==> src/rtl/shot_seq_pkg.sv <==
// Shared types and widths for the shot sequencer: FSM state encoding,
// counter widths and the timer load-value helper.
package shot_seq_pkg;

  typedef enum logic [2:0] {
    ST_IDLE = 3'd0,
    ST_PRST = 3'd1,
    ST_RUN  = 3'd2,
    ST_HOLD = 3'd3,
    ST_DONE = 3'd4
  } state_e;

  localparam int unsigned HOLD_W = 16;
  localparam int unsigned TOUT_W = 24;

  // A timer loaded with N-1 reaches zero on its N-th cycle in the state.
  function automatic logic [HOLD_W-1:0] hold_load(input logic [HOLD_W-1:0] cycles);
    return cycles - {{(HOLD_W-1){1'b0}}, 1'b1};
  endfunction

endpackage

==> src/rtl/shot_timer.sv <==
// Loadable down-counter with a zero flag. Load has priority over
// decrement; the count saturates at zero.
module shot_timer #(
  parameter int unsigned W = 16
) (
  input  logic         clk,
  input  logic         rst_n,
  input  logic         load,
  input  logic [W-1:0] load_val,
  input  logic         dec,
  output logic         zero
);

  logic [W-1:0] count_r;

  // Count register: load, else decrement while non-zero.
  always_ff @(posedge clk or negedge rst_n) begin
    if (!rst_n) begin
      count_r <= '0;
    end else if (load) begin
      count_r <= load_val;
    end else if (dec && (count_r != '0)) begin
      count_r <= count_r - {{(W-1){1'b0}}, 1'b1};
    end
  end

  assign zero = (count_r == '0);

endmodule

==> src/rtl/shot_sequencer.sv <==
// Shot sequencer: runs nshot experiment shots on a set of processor cores.
// Each shot is a reset pulse (PRST), a run phase that ends when every
// participating core has signalled end-of-program (RUN), and an optional
// idle gap (HOLD). A RUN timeout and a level abort both abandon the
// experiment. All outputs are registered.
module shot_sequencer
  import shot_seq_pkg::*;
#(
  parameter int unsigned NPROC  = 4,
  parameter int unsigned RSTCYC = 2,
  parameter int unsigned SHOTW  = 32
) (
  input  logic              clk,
  input  logic              reset_n,
  input  logic              stb_start,
  input  logic [SHOTW-1:0]  nshot,
  input  logic [HOLD_W-1:0] holdoff,
  input  logic [TOUT_W-1:0] timeout,
  input  logic [NPROC-1:0]  procmask,
  input  logic              abort,
  input  logic [NPROC-1:0]  procend,
  output logic [NPROC-1:0]  proc_reset,
  output logic              busy,
  output logic [SHOTW-1:0]  shotcnt,
  output logic              stb_shotdone,
  output logic              lastshotdone,
  output logic              timeout_err
);

  localparam logic [HOLD_W-1:0] PRST_LOAD = hold_load(HOLD_W'(RSTCYC));

  logic [1:0]        rst_sync_r;
  logic              rst_n_s;
  state_e            state_r, next_s;
  logic [SHOTW-1:0]  nshot_r, shotcnt_r, shot_next_s;
  logic [HOLD_W-1:0] holdoff_r, ph_val_s;
  logic [TOUT_W-1:0] timeout_r, run_val_s;
  logic [NPROC-1:0]  mask_r, status_r, proc_reset_r;
  logic              busy_r, stb_shotdone_r, lastshotdone_r, timeout_err_r;
  logic              ph_load_s, ph_dec_s, ph_zero_s;
  logic              run_load_s, run_dec_s, run_zero_s;
  logic              complete_s, start_ok_s, zero_start_s, shot_done_s, tout_s;

  // Reset synchronizer: assert asynchronously, release on a clock edge.
  always_ff @(posedge clk or negedge reset_n) begin
    if (!reset_n) begin
      rst_sync_r <= 2'b00;
    end else begin
      rst_sync_r <= {rst_sync_r[0], 1'b1};
    end
  end

  assign rst_n_s     = rst_sync_r[1];
  assign complete_s  = &(status_r | ~mask_r);
  assign shot_next_s = shotcnt_r + {{(SHOTW-1){1'b0}}, 1'b1};
  assign ph_dec_s    = (state_r == ST_PRST) || (state_r == ST_HOLD);
  assign run_dec_s   = (state_r == ST_RUN);

  shot_timer #(.W(HOLD_W)) u_phase_timer (
    .clk      (clk),
    .rst_n    (rst_n_s),
    .load     (ph_load_s),
    .load_val (ph_val_s),
    .dec      (ph_dec_s),
    .zero     (ph_zero_s)
  );

  shot_timer #(.W(TOUT_W)) u_run_timer (
    .clk      (clk),
    .rst_n    (rst_n_s),
    .load     (run_load_s),
    .load_val (run_val_s),
    .dec      (run_dec_s),
    .zero     (run_zero_s)
  );

  // Next-state logic and timer loads; abort beats completion and timeout.
  always_comb begin
    next_s       = state_r;
    ph_load_s    = 1'b0;
    ph_val_s     = PRST_LOAD;
    run_load_s   = 1'b0;
    run_val_s    = timeout_r - {{(TOUT_W-1){1'b0}}, 1'b1};
    start_ok_s   = 1'b0;
    zero_start_s = 1'b0;
    shot_done_s  = 1'b0;
    tout_s       = 1'b0;
    case (state_r)
      ST_IDLE: begin
        if (stb_start) begin
          if (nshot != '0) begin
            start_ok_s = 1'b1;
            ph_load_s  = 1'b1;
            next_s     = ST_PRST;
          end else begin
            zero_start_s = 1'b1;
          end
        end else begin
          next_s = ST_IDLE;
        end
      end
      ST_PRST: begin
        if (abort) begin
          next_s = ST_IDLE;
        end else if (ph_zero_s) begin
          run_load_s = 1'b1;
          next_s     = ST_RUN;
        end else begin
          next_s = ST_PRST;
        end
      end
      ST_RUN: begin
        if (abort) begin
          next_s = ST_IDLE;
        end else if (complete_s) begin
          shot_done_s = 1'b1;
          if (shot_next_s == nshot_r) begin
            next_s = ST_DONE;
          end else if (holdoff_r == '0) begin
            ph_load_s = 1'b1;
            next_s    = ST_PRST;
          end else begin
            ph_load_s = 1'b1;
            ph_val_s  = hold_load(holdoff_r);
            next_s    = ST_HOLD;
          end
        end else if ((timeout_r != '0) && run_zero_s) begin
          tout_s = 1'b1;
          next_s = ST_IDLE;
        end else begin
          next_s = ST_RUN;
        end
      end
      ST_HOLD: begin
        if (abort) begin
          next_s = ST_IDLE;
        end else if (ph_zero_s) begin
          ph_load_s = 1'b1;
          next_s    = ST_PRST;
        end else begin
          next_s = ST_HOLD;
        end
      end
      ST_DONE: begin
        next_s = ST_IDLE;
      end
      default: begin
        next_s = ST_IDLE;
      end
    endcase
  end

  // State register and experiment parameters captured on an accepted start.
  always_ff @(posedge clk or negedge rst_n_s) begin
    if (!rst_n_s) begin
      state_r   <= ST_IDLE;
      nshot_r   <= '0;
      holdoff_r <= '0;
      timeout_r <= '0;
      mask_r    <= '0;
    end else begin
      state_r <= next_s;
      if (start_ok_s) begin
        nshot_r   <= nshot;
        holdoff_r <= holdoff;
        timeout_r <= timeout;
        mask_r    <= procmask;
      end
    end
  end

  // Per-core sticky end-of-program status; only collected in RUN.
  always_ff @(posedge clk or negedge rst_n_s) begin
    if (!rst_n_s) begin
      status_r <= '0;
    end else if (state_r == ST_RUN) begin
      status_r <= status_r | (procend & mask_r);
    end else begin
      status_r <= '0;
    end
  end

  // Shot counter and sticky timeout flag, both cleared by an accepted start.
  always_ff @(posedge clk or negedge rst_n_s) begin
    if (!rst_n_s) begin
      shotcnt_r     <= '0;
      timeout_err_r <= 1'b0;
    end else if (start_ok_s) begin
      shotcnt_r     <= '0;
      timeout_err_r <= 1'b0;
    end else begin
      if (shot_done_s) begin
        shotcnt_r <= shot_next_s;
      end
      if (tout_s) begin
        timeout_err_r <= 1'b1;
      end
    end
  end

  // Registered outputs derived from the state being entered.
  always_ff @(posedge clk or negedge rst_n_s) begin
    if (!rst_n_s) begin
      proc_reset_r   <= '1;
      busy_r         <= 1'b0;
      stb_shotdone_r <= 1'b0;
      lastshotdone_r <= 1'b0;
    end else begin
      proc_reset_r   <= (next_s == ST_RUN) ? ~mask_r : '1;
      busy_r         <= (next_s != ST_IDLE);
      stb_shotdone_r <= shot_done_s;
      lastshotdone_r <= (next_s == ST_DONE) || zero_start_s;
    end
  end

  assign proc_reset   = proc_reset_r;
  assign busy         = busy_r;
  assign shotcnt      = shotcnt_r;
  assign stb_shotdone = stb_shotdone_r;
  assign lastshotdone = lastshotdone_r;
  assign timeout_err  = timeout_err_r;

endmodule

==> config.mk <==
export PLATFORM = sky130hd
export DESIGN_NAME = shot_sequencer
export DESIGN_NICKNAME = d
export VERILOG_FILES = /design/src/rtl/shot_seq_pkg.sv /design/src/rtl/shot_timer.sv /design/src/rtl/shot_sequencer.sv
export SDC_FILE = /design/constraint.sdc
export NUM_CORES = 1
export LEC_CHECK = 0
export ABC_AREA = 1
export BUFFER_PORTS_ARGS = -buffer_cell sky130_fd_sc_hd__clkbuf_2
export CAP_MARGIN = 30
export CORE_UTILIZATION = 30
export CTS_BUF_LIST = sky130_fd_sc_hd__clkbuf_8
export DETAILED_ROUTE_END_ITERATION = 10
export PLACE_DENSITY_LB_ADDON = 0.2
export RECOVER_POWER = 100
export SETUP_SLACK_MARGIN = 0.2
export SLEW_MARGIN = 10
export SYNTH_ARGS = -nofsm -noshare
export SYNTH_HDL_FRONTEND = slang
export SYNTH_SLANG_ARGS = --single-unit
==> constraint.sdc <==
create_clock -name clk -period 15.5 [get_ports clk]
set_input_delay 0 -clock clk [delete_from_list [all_inputs] [get_ports clk]]
set_output_delay 0 -clock clk [all_outputs]
set_load 0.02 [all_outputs]
==> results of run 1 <==
-- flip-flops by register name (all words and copies together) (netlist names), 2 cells and up --
register and count:
state_r 3, proc_reset 4, timeout_r 24, rst_sync_r 2, nshot_r 32, status_r 4, shotcnt 32, u_run_timer.count_r 24
holdoff_r 16, u_phase_timer.count_r 16, mask_r 4
-- per-stage QoR --
step | hold slack, ns | power (W)
CTS | 0.212 | 0.00144
global placement | -0.213 | 0.00110
floorplan | -0.296 | 0.000963
finish | 0.251 | 0.00143
detailed placement | -0.210 | 0.00110
global route | 0.228 | 0.00155
-- repair_timing --
action                                  in CTS  in global routing
hold buffers                                84                  0
buffers inserted                             0                  0
hold endpoints to repair                    84                  0
endpoints found under the setup margin       0                  0
resized for setup                            0                  0
-- kinds of logic (layout without fill, tap and decap cells) --
kind of cell	after synthesis	count (layout)	share of synthesized area (%)
AO/OA/AOI/OAI	161	161	8.52
other	1	1	0.0374
buffers and inverters	205	412	7.86
AND/OR/NAND/NOR	883	883	38.2
adder cells (fa/ha/maj)	4	4	0.500
flip-flops	165	165	41.3
XOR/XNOR	39	39	3.55
-- power by group through the flow --
stage,Sequential (W),Combinational (W),Clock [W]
6_report,0.000626,0.000487,0.000313
3_3_place_gp,0.000631,0.000467,0
3_5_place_dp,0.000629,0.000473,0
4_1_cts,0.000624,0.000491,0.000325
2_1_floorplan,0.000611,0.000353,0
5_1_grt,0.000641,0.000564,0.000342
-- layer usage --
metal	vias to the layer above	global-route usage [%]	share of wire (%)
met1	4641	27.1	49
met5	-	0	0
li1	5073	-	-
met2	237	30.8	45
met4	0	4.76	1.3
met3	29	2.92	4.5
-- final cells by class --
cell class                      count  area (sq um)
Multi-Input combinational cell   1088          5070
Clock buffer                       18           248
Sequential cell                   165          4130
Timing Repair Buffer              215          1440
Inverter                          165           621
Clock inverter                     14           129
Tap cell                          442           553
Fill cell                        3564         20500
-- critical path: stages, from the launching register on --
cell                         delay [ns]
sky130_fd_sc_hd__dfrtp_1           0.41
sky130_fd_sc_hd__nor3_1            0.32
sky130_fd_sc_hd__inv_1             0.19
sky130_fd_sc_hd__nor2_1            0.12
sky130_fd_sc_hd__nand2_1           0.42
sky130_fd_sc_hd__clkinv_1          0.12
sky130_fd_sc_hd__clkbuf_1          1.83
sky130_fd_sc_hd__nand2_1           1.05
sky130_fd_sc_hd__nand3_1           0.51
sky130_fd_sc_hd__clkinvlp_2        0.49
sky130_fd_sc_hd__nand2_1           0.18
sky130_fd_sc_hd__nand2_1           0.06
-- layout by cell type, fill, tap and decap left out, drive strengths merged, types with 2 or more instances in the layout --
cell and n:
xor2 29, a31oi 2, nor2 162, o21bai 2
ha 4, o22ai 13, xnor2 9, dlygate4sd3 84
o21ai 116, clkinv 9, dfstp 4, nand4 45
clkbuf 149, clkinvlp 3, nand3 107, inv 166
nand2 523, dfrtp 161, a21oi 19, nor3 10
nor4 18, o211ai 5, nand3b 14, or2 2
-- path summary, 6_finish.rpt --
check	from	endpoint	slack [ns]	cells past startpoint
max	state_r[2]$_DFF_PN0_	u_phase_timer.count_r[1]$_DFFE_PN0P_	9.64	11
min	timeout[11]	timeout_r[11]$_DFFE_PN0P_	0.25	4
max reg2reg	state_r[2]$_DFF_PN0_	u_phase_timer.count_r[1]$_DFFE_PN0P_	9.64	11
min reg2reg	rst_sync_r[0]$_DFF_PN0_	rst_sync_r[1]$_DFF_PN0_	0.36	0
max in group asynchronous	rst_sync_r[1]$_DFF_PN0_	holdoff_r[7]$_DFFE_PN0P_	10.28	2
min in group asynchronous	reset_n	rst_sync_r[0]$_DFF_PN0_	0.37	3
==> results.yml, run 1 <==
status:
  outcome: "finished with violations"
  violations: "capacitance limit, slew limit"
pwr:
  power_switching_share_pct: 40.3
  share_comb_of_total_power_pct: 34.2
  powerDensity_nw_per_um2: 117
  leakage_nw: 5.88
  vdd_ir_max_mv: 0.0757
  total_switching_power_w: 0.000575
  clock_power_share_pct: 22.0
  share_seq_of_total_power_pct: 43.9
  cellInternalPower_w: 0.000852
setup_path:
  critical_path_arrival_ns: 6.24
  crit_type: "reg2reg"
  critical_path_startpoint_category: "flip-flop"
  data_required_time_at_the_worst_endpoint_ns: 15.88
  critPathCaptureType: "flip-flop"
  critPathMaxFanout: 52
yosys:
  yosysMostFrequentCell: "sky130_fd_sc_hd__nand2_1"
  synth_area_per_cell_sq_um: 6.87
  post_synth_inst_count: 1458
  synth.top_cells.by_area: "sky130_fd_sc_hd__dfrtp_1 40%, sky130_fd_sc_hd__nand2_1 19%, sky130_fd_sc_hd__inv_1 6.0%"
  synth_cell_type_count: 45
  async_flop_share_pct: 100
  netlist_area_sq_um: 10000
  synth_top_area_cell: "sky130_fd_sc_hd__dfrtp_1"
  yosysWarnings: 0
  synth_top_area_share_pct: 40.2
  ys_seq_area_share_pct: 41.3
  synth-edff-count: 0
  synth_flop_type: "sky130_fd_sc_hd__dfrtp_1"
  postSynthRegisterBits: 165
  yosys-top-cells-count: "515 x sky130_fd_sc_hd__nand2_1, 161 x sky130_fd_sc_hd__dfrtp_1, 159 x sky130_fd_sc_hd__inv_1"
  post_synthesis_net_count: 1546
placed_design:
  dpl_cell_area_sq_um: 11100
  post_place_setup_slack_ns: 11.92
  gp_routability_congestion: 0.868
  io_buffers: 123
  dp.final_hpwl_microns: 23600
  placed_cells: 1990
grt:
  antenna_found_initial: 0
  globalRouteOverflowTotal: 0
  grt_max_degree: 92
  grt_pass1_vias: 9569
  global_route_wire_length_before_repair_microns: 50500
  global_route.usage.total_pct: 19.3
final_layout:
  finalInstanceArea_sq_um: 12200
  synthToLayoutAreaGrowth_pct: 21.7
  final_layout_size_suffix_gt1_share_pct: 8.53
  final-instance-count-excl-fill: 2107
  num-nets-final: 1740
  finish.utilization_pct: 37.3
  n_antenna_cell: 0
clock_tree:
  htreeDepth: 4
  clk_path_buf_depth: 2
  tritoncts_num_sinks: 165
  clkLatencyLatePin_ns: 0.49
  cts_root_buffer: "sky130_fd_sc_hd__clkbuf_8"
  tritoncts_clock_tree: "yes"
  clkTransAtPathRegs_ns: 0.11
  number_of_buffers_inserted_during_clock_tree_synthesis: 17
timing:
  setup_ws_ns: 9.64
  finalCritPeriodShare_pct: 37.8
  slew_violations: 439
  timing.clock.skew_ns: 0.0213
  achievable-frequency_ghz: 0.171
  tightest_slew_ns: 3.52
  timing.slew.headroom_pct: -134
  setup_viol_count_final: 0
  final_hold_viol_count: 0
  fin_setup_tns_ns: 0
  post-route-min-period_ns: 5.86
  setup_repair_after_global_routing_missed_its_margin: "no"
hold_path:
  worst_hold_path_type: "in2reg"
floorplan:
  floorplan.initialDensity_pct: 30.6
  top_level_ports: 124
  die-width_microns: 185
  coreArea_sq_um: 32700
  site_rows: 66
  fp.dieArea_sq_um: 34100
  die_y_microns: 185
route:
  average_detailed_routed_wire_length_per_instance_microns: 15.2
  routed-via-count: 9980
  via_per_inst: 4.74
  initialDrtViolationCount: 692
  drcViolationCount: 0
  drt-total-wl_microns: 32100
  drt-pass1-iter-count: 5
  route.antenna.remaining_nets: 0
job:
  max_cap_viol_count: 9
No activity file was read; power rests on OpenSTA's default activity.
==> run 2, diff against run 1 <==
==> constraint.sdc (replaced) <==
create_clock -name clk -period 5 [get_ports clk]
set_input_delay 0 -clock clk [delete_from_list [all_inputs] [get_ports clk]]
set_output_delay 0 -clock clk [all_outputs]
set_load 0.02 [all_outputs]
==> run 2 against run 1 <==
Net effect:
- sequential share of layout area is 0.22 points lower
- die area stayed put
- critical endpoint is now proc_reset[3]$_DFF_PN1_
- final cell count barely moved
- routed wire length down 1.7%
- design area rose by 0.67%
- the run still ends with capacitance limit, slew limit left
- sequential power rose to 3.1 times the previous value
- combinational power grew to 3.1 times the previous value
- core utilization is 0.25 points higher
- worst setup slack got worse by 8.3 ns
==> results.yml, run 2 (same netlist as run 1, synthesis figures left out) <==
route:
  drt-pass1-iter-count: 7
  drt-total-wl_microns: 31600
  via_per_inst: 4.74
  drcViolationCount: 0
  average_detailed_routed_wire_length_per_instance_microns: 15.0
  route.antenna.remaining_nets: 0
  routed-via-count: 10000
  initialDrtViolationCount: 579
final_layout:
  final_layout_size_suffix_gt1_share_pct: 8.82
  final-instance-count-excl-fill: 2108
  finalInstanceArea_sq_um: 12300
  n_antenna_cell: 0
  num-nets-final: 1741
  fillerInstances: 3523
  final_common_cell: "sky130_fd_sc_hd__nand2_1"
  synthToLayoutAreaGrowth_pct: 22.6
  mostFrequentLayoutCells: "517 x sky130_fd_sc_hd__nand2_1, 161 x sky130_fd_sc_hd__dfrtp_1, 160 x sky130_fd_sc_hd__inv_1"
timing:
  tightest_slew_ns: 2.06
  fin_setup_tns_ns: 0
  slew_violations: 206
  achievable-frequency_ghz: 0.270
  post-route-min-period_ns: 3.71
  setup_repair_after_global_routing_missed_its_margin: "no"
  timing.clock.skew_ns: 0.0186
  finalCritPeriodShare_pct: 74.2
  setup_viol_count_final: 0
  final_hold_viol_count: 0
  timing.slew.headroom_pct: -37.2
placed_design:
  dp.final_hpwl_microns: 22900
  placed_cells: 1991
  gp_routability_congestion: 0.891
  io_buffers: 123
  dpl_cell_area_sq_um: 11100
clock_tree:
  cts_setup_buffers: 0
  cts_resized: 0
  clkLatencyLatePin_ns: 0.49
  number_of_buffers_inserted_during_clock_tree_synthesis: 17
  clkTransAtPathRegs_ns: 0.10
  cts_root_buffer: "sky130_fd_sc_hd__clkbuf_8"
  clk_path_buf_depth: 2
  htreeDepth: 4
  tritoncts_num_sinks: 165
  tritoncts_clock_tree: "yes"
floorplan:
  fp.dieArea_sq_um: 34100
  die-width_microns: 185
  coreArea_sq_um: 32700
  floorplan.initialDensity_pct: 30.6
  site_rows: 66
  top_level_ports: 124
  die_y_microns: 185
setup_path:
  critPathCaptureType: "flip-flop"
  setup_slack_reg_to_reg_ns: 1.29
  data_required_time_at_the_worst_endpoint_ns: 5.43
  critical_path_startpoint_category: "flip-flop"
  crit_type: "reg2reg"
  critical_path_arrival_ns: 4.14
  critPathMaxFanout: 19
grt:
  globalRouteOverflowTotal: 0
  global_route_wire_length_before_repair_microns: 50200
  grt_pass1_vias: 9555
  antenna_found_initial: 0
  grt_max_degree: 122
  global_route.usage.total_pct: 19.1
pwr:
  clock_power_share_pct: 23.8
  powerDensity_nw_per_um2: 367
  total_switching_power_w: 0.00177
  vdd_ir_max_mv: 0.213
  leakage_nw: 5.93
  total_power_w: 0.00451
  power_switching_share_pct: 39.3
  share_seq_of_total_power_pct: 43.0
  share_comb_of_total_power_pct: 33.2
  cellInternalPower_w: 0.00274
job:
  max_cap_viol_count: 3
status:
  violations: "capacitance limit, slew limit"
  outcome: "finished with violations"
hold_path:
  worst_hold_path_type: "in2reg"
## run 2: changes by cell type in the layout (fill, tap and decap cells not counted), sizes merged
cell	previous run	this run
bufinv	1	3
clkinv	9	10
inv	166	165
clkbuf	149	145
clkinvlp	3	1
buf	0	5
## run 2: what timing repair did
| action | in CTS | in global routing |
|---|---|---|
| hold endpoints to repair | 84 | 0 |
| setup endpoints to repair | 0 | 0 |
| hold buffers | 84 | 0 |
## run 2: power groups by stage
stage	sequential (W)	combinational, W	clock [W]
6_report	0.00194	0.00150	0.00107
5_1_grt	0.00199	0.00174	0.00115
4_1_cts	0.00194	0.00151	0.00110
3_5_place_dp	0.00196	0.00145	0
3_3_place_gp	0.00196	0.00144	0
2_1_floorplan	0.00189	0.00109	0
## run 2: stage by stage
stage	utilization (%)	setup slack (ns)	hold WS (ns)
2_1_floorplan	-	2.27	-0.296
3_3_place_gp	33.9	1.92	-0.212
3_5_place_dp	33.9	1.89	-0.211
4_1_cts	37.8	1.84	0.210
5_1_grt	37.5	0.829	0.244
6_report	37.5	1.29	0.255
## run 2: cell type report
| class | instances | area, sq um | share of cell area [%] |
|---|---|---|---|
| flip-flops and latches | 165 | 4130 | 33.7 |
| clock buffers | 18 | 248 | 2.02 |
| well taps | 442 | 553 | 4.51 |
| multi-input cells | 1088 | 5080 | 41.4 |
| inverters | 165 | 621 | 5.06 |
| repair buffers | 216 | 1460 | 11.9 |
| clock inverters | 14 | 175 | 1.43 |
## run 2: path summary, 6_finish.rpt
kind / endpoint / start / cells after the start
setup / recovery: proc_reset[3]$_DFF_PN1_ / shotcnt[0]$_DFFE_PN0P_ / 19
hold / removal: timeout_r[2]$_DFFE_PN0P_ / timeout[2] / 4
setup reg to reg: proc_reset[3]$_DFF_PN1_ / shotcnt[0]$_DFFE_PN0P_ / 19
hold reg to reg: rst_sync_r[1]$_DFF_PN0_ / rst_sync_r[0]$_DFF_PN0_ / 0
max in group asynchronous: holdoff_r[14]$_DFFE_PN0P_ / rst_sync_r[1]$_DFF_PN0_ / 1
min in group asynchronous: rst_sync_r[0]$_DFF_PN0_ / reset_n / 3
## run 2: layer usage
metal | routed length, microns | global-route usage, % | vias to the layer above | share of wire (%)
met3 | 1620 | 3.02 | 34 | 5.1
met1 | 15000 | 26.5 | 4654 | 48
met5 | 0 | 0 | - | 0
met4 | 530 | 5.42 | 0 | 1.7
met2 | 14400 | 30.5 | 255 | 46
li1 | - | - | 5059 | -
## run 2: critical path: stages (launching register included)
cell	delay, ns
sky130_fd_sc_hd__dfrtp_1	0.48
sky130_fd_sc_hd__ha_1	0.24
sky130_fd_sc_hd__nand2_1	0.17
sky130_fd_sc_hd__nor2_8	0.24
sky130_fd_sc_hd__nand3_1	0.19
sky130_fd_sc_hd__inv_1	0.18
sky130_fd_sc_hd__nand2_1	0.09
sky130_fd_sc_hd__nand2_1	0.08
sky130_fd_sc_hd__nand2_1	0.05
sky130_fd_sc_hd__nand2_1	0.08
sky130_fd_sc_hd__nand2_1	0.06
sky130_fd_sc_hd__nor2_1	0.20
sky130_fd_sc_hd__nand2_1	0.08
sky130_fd_sc_hd__nor2_1	0.17
sky130_fd_sc_hd__nand3_4	0.20
sky130_fd_sc_hd__nand2_1	0.56
sky130_fd_sc_hd__inv_1	0.17
sky130_fd_sc_hd__nand2_1	0.12
sky130_fd_sc_hd__nand2_1	0.17
sky130_fd_sc_hd__nand3_1	0.11
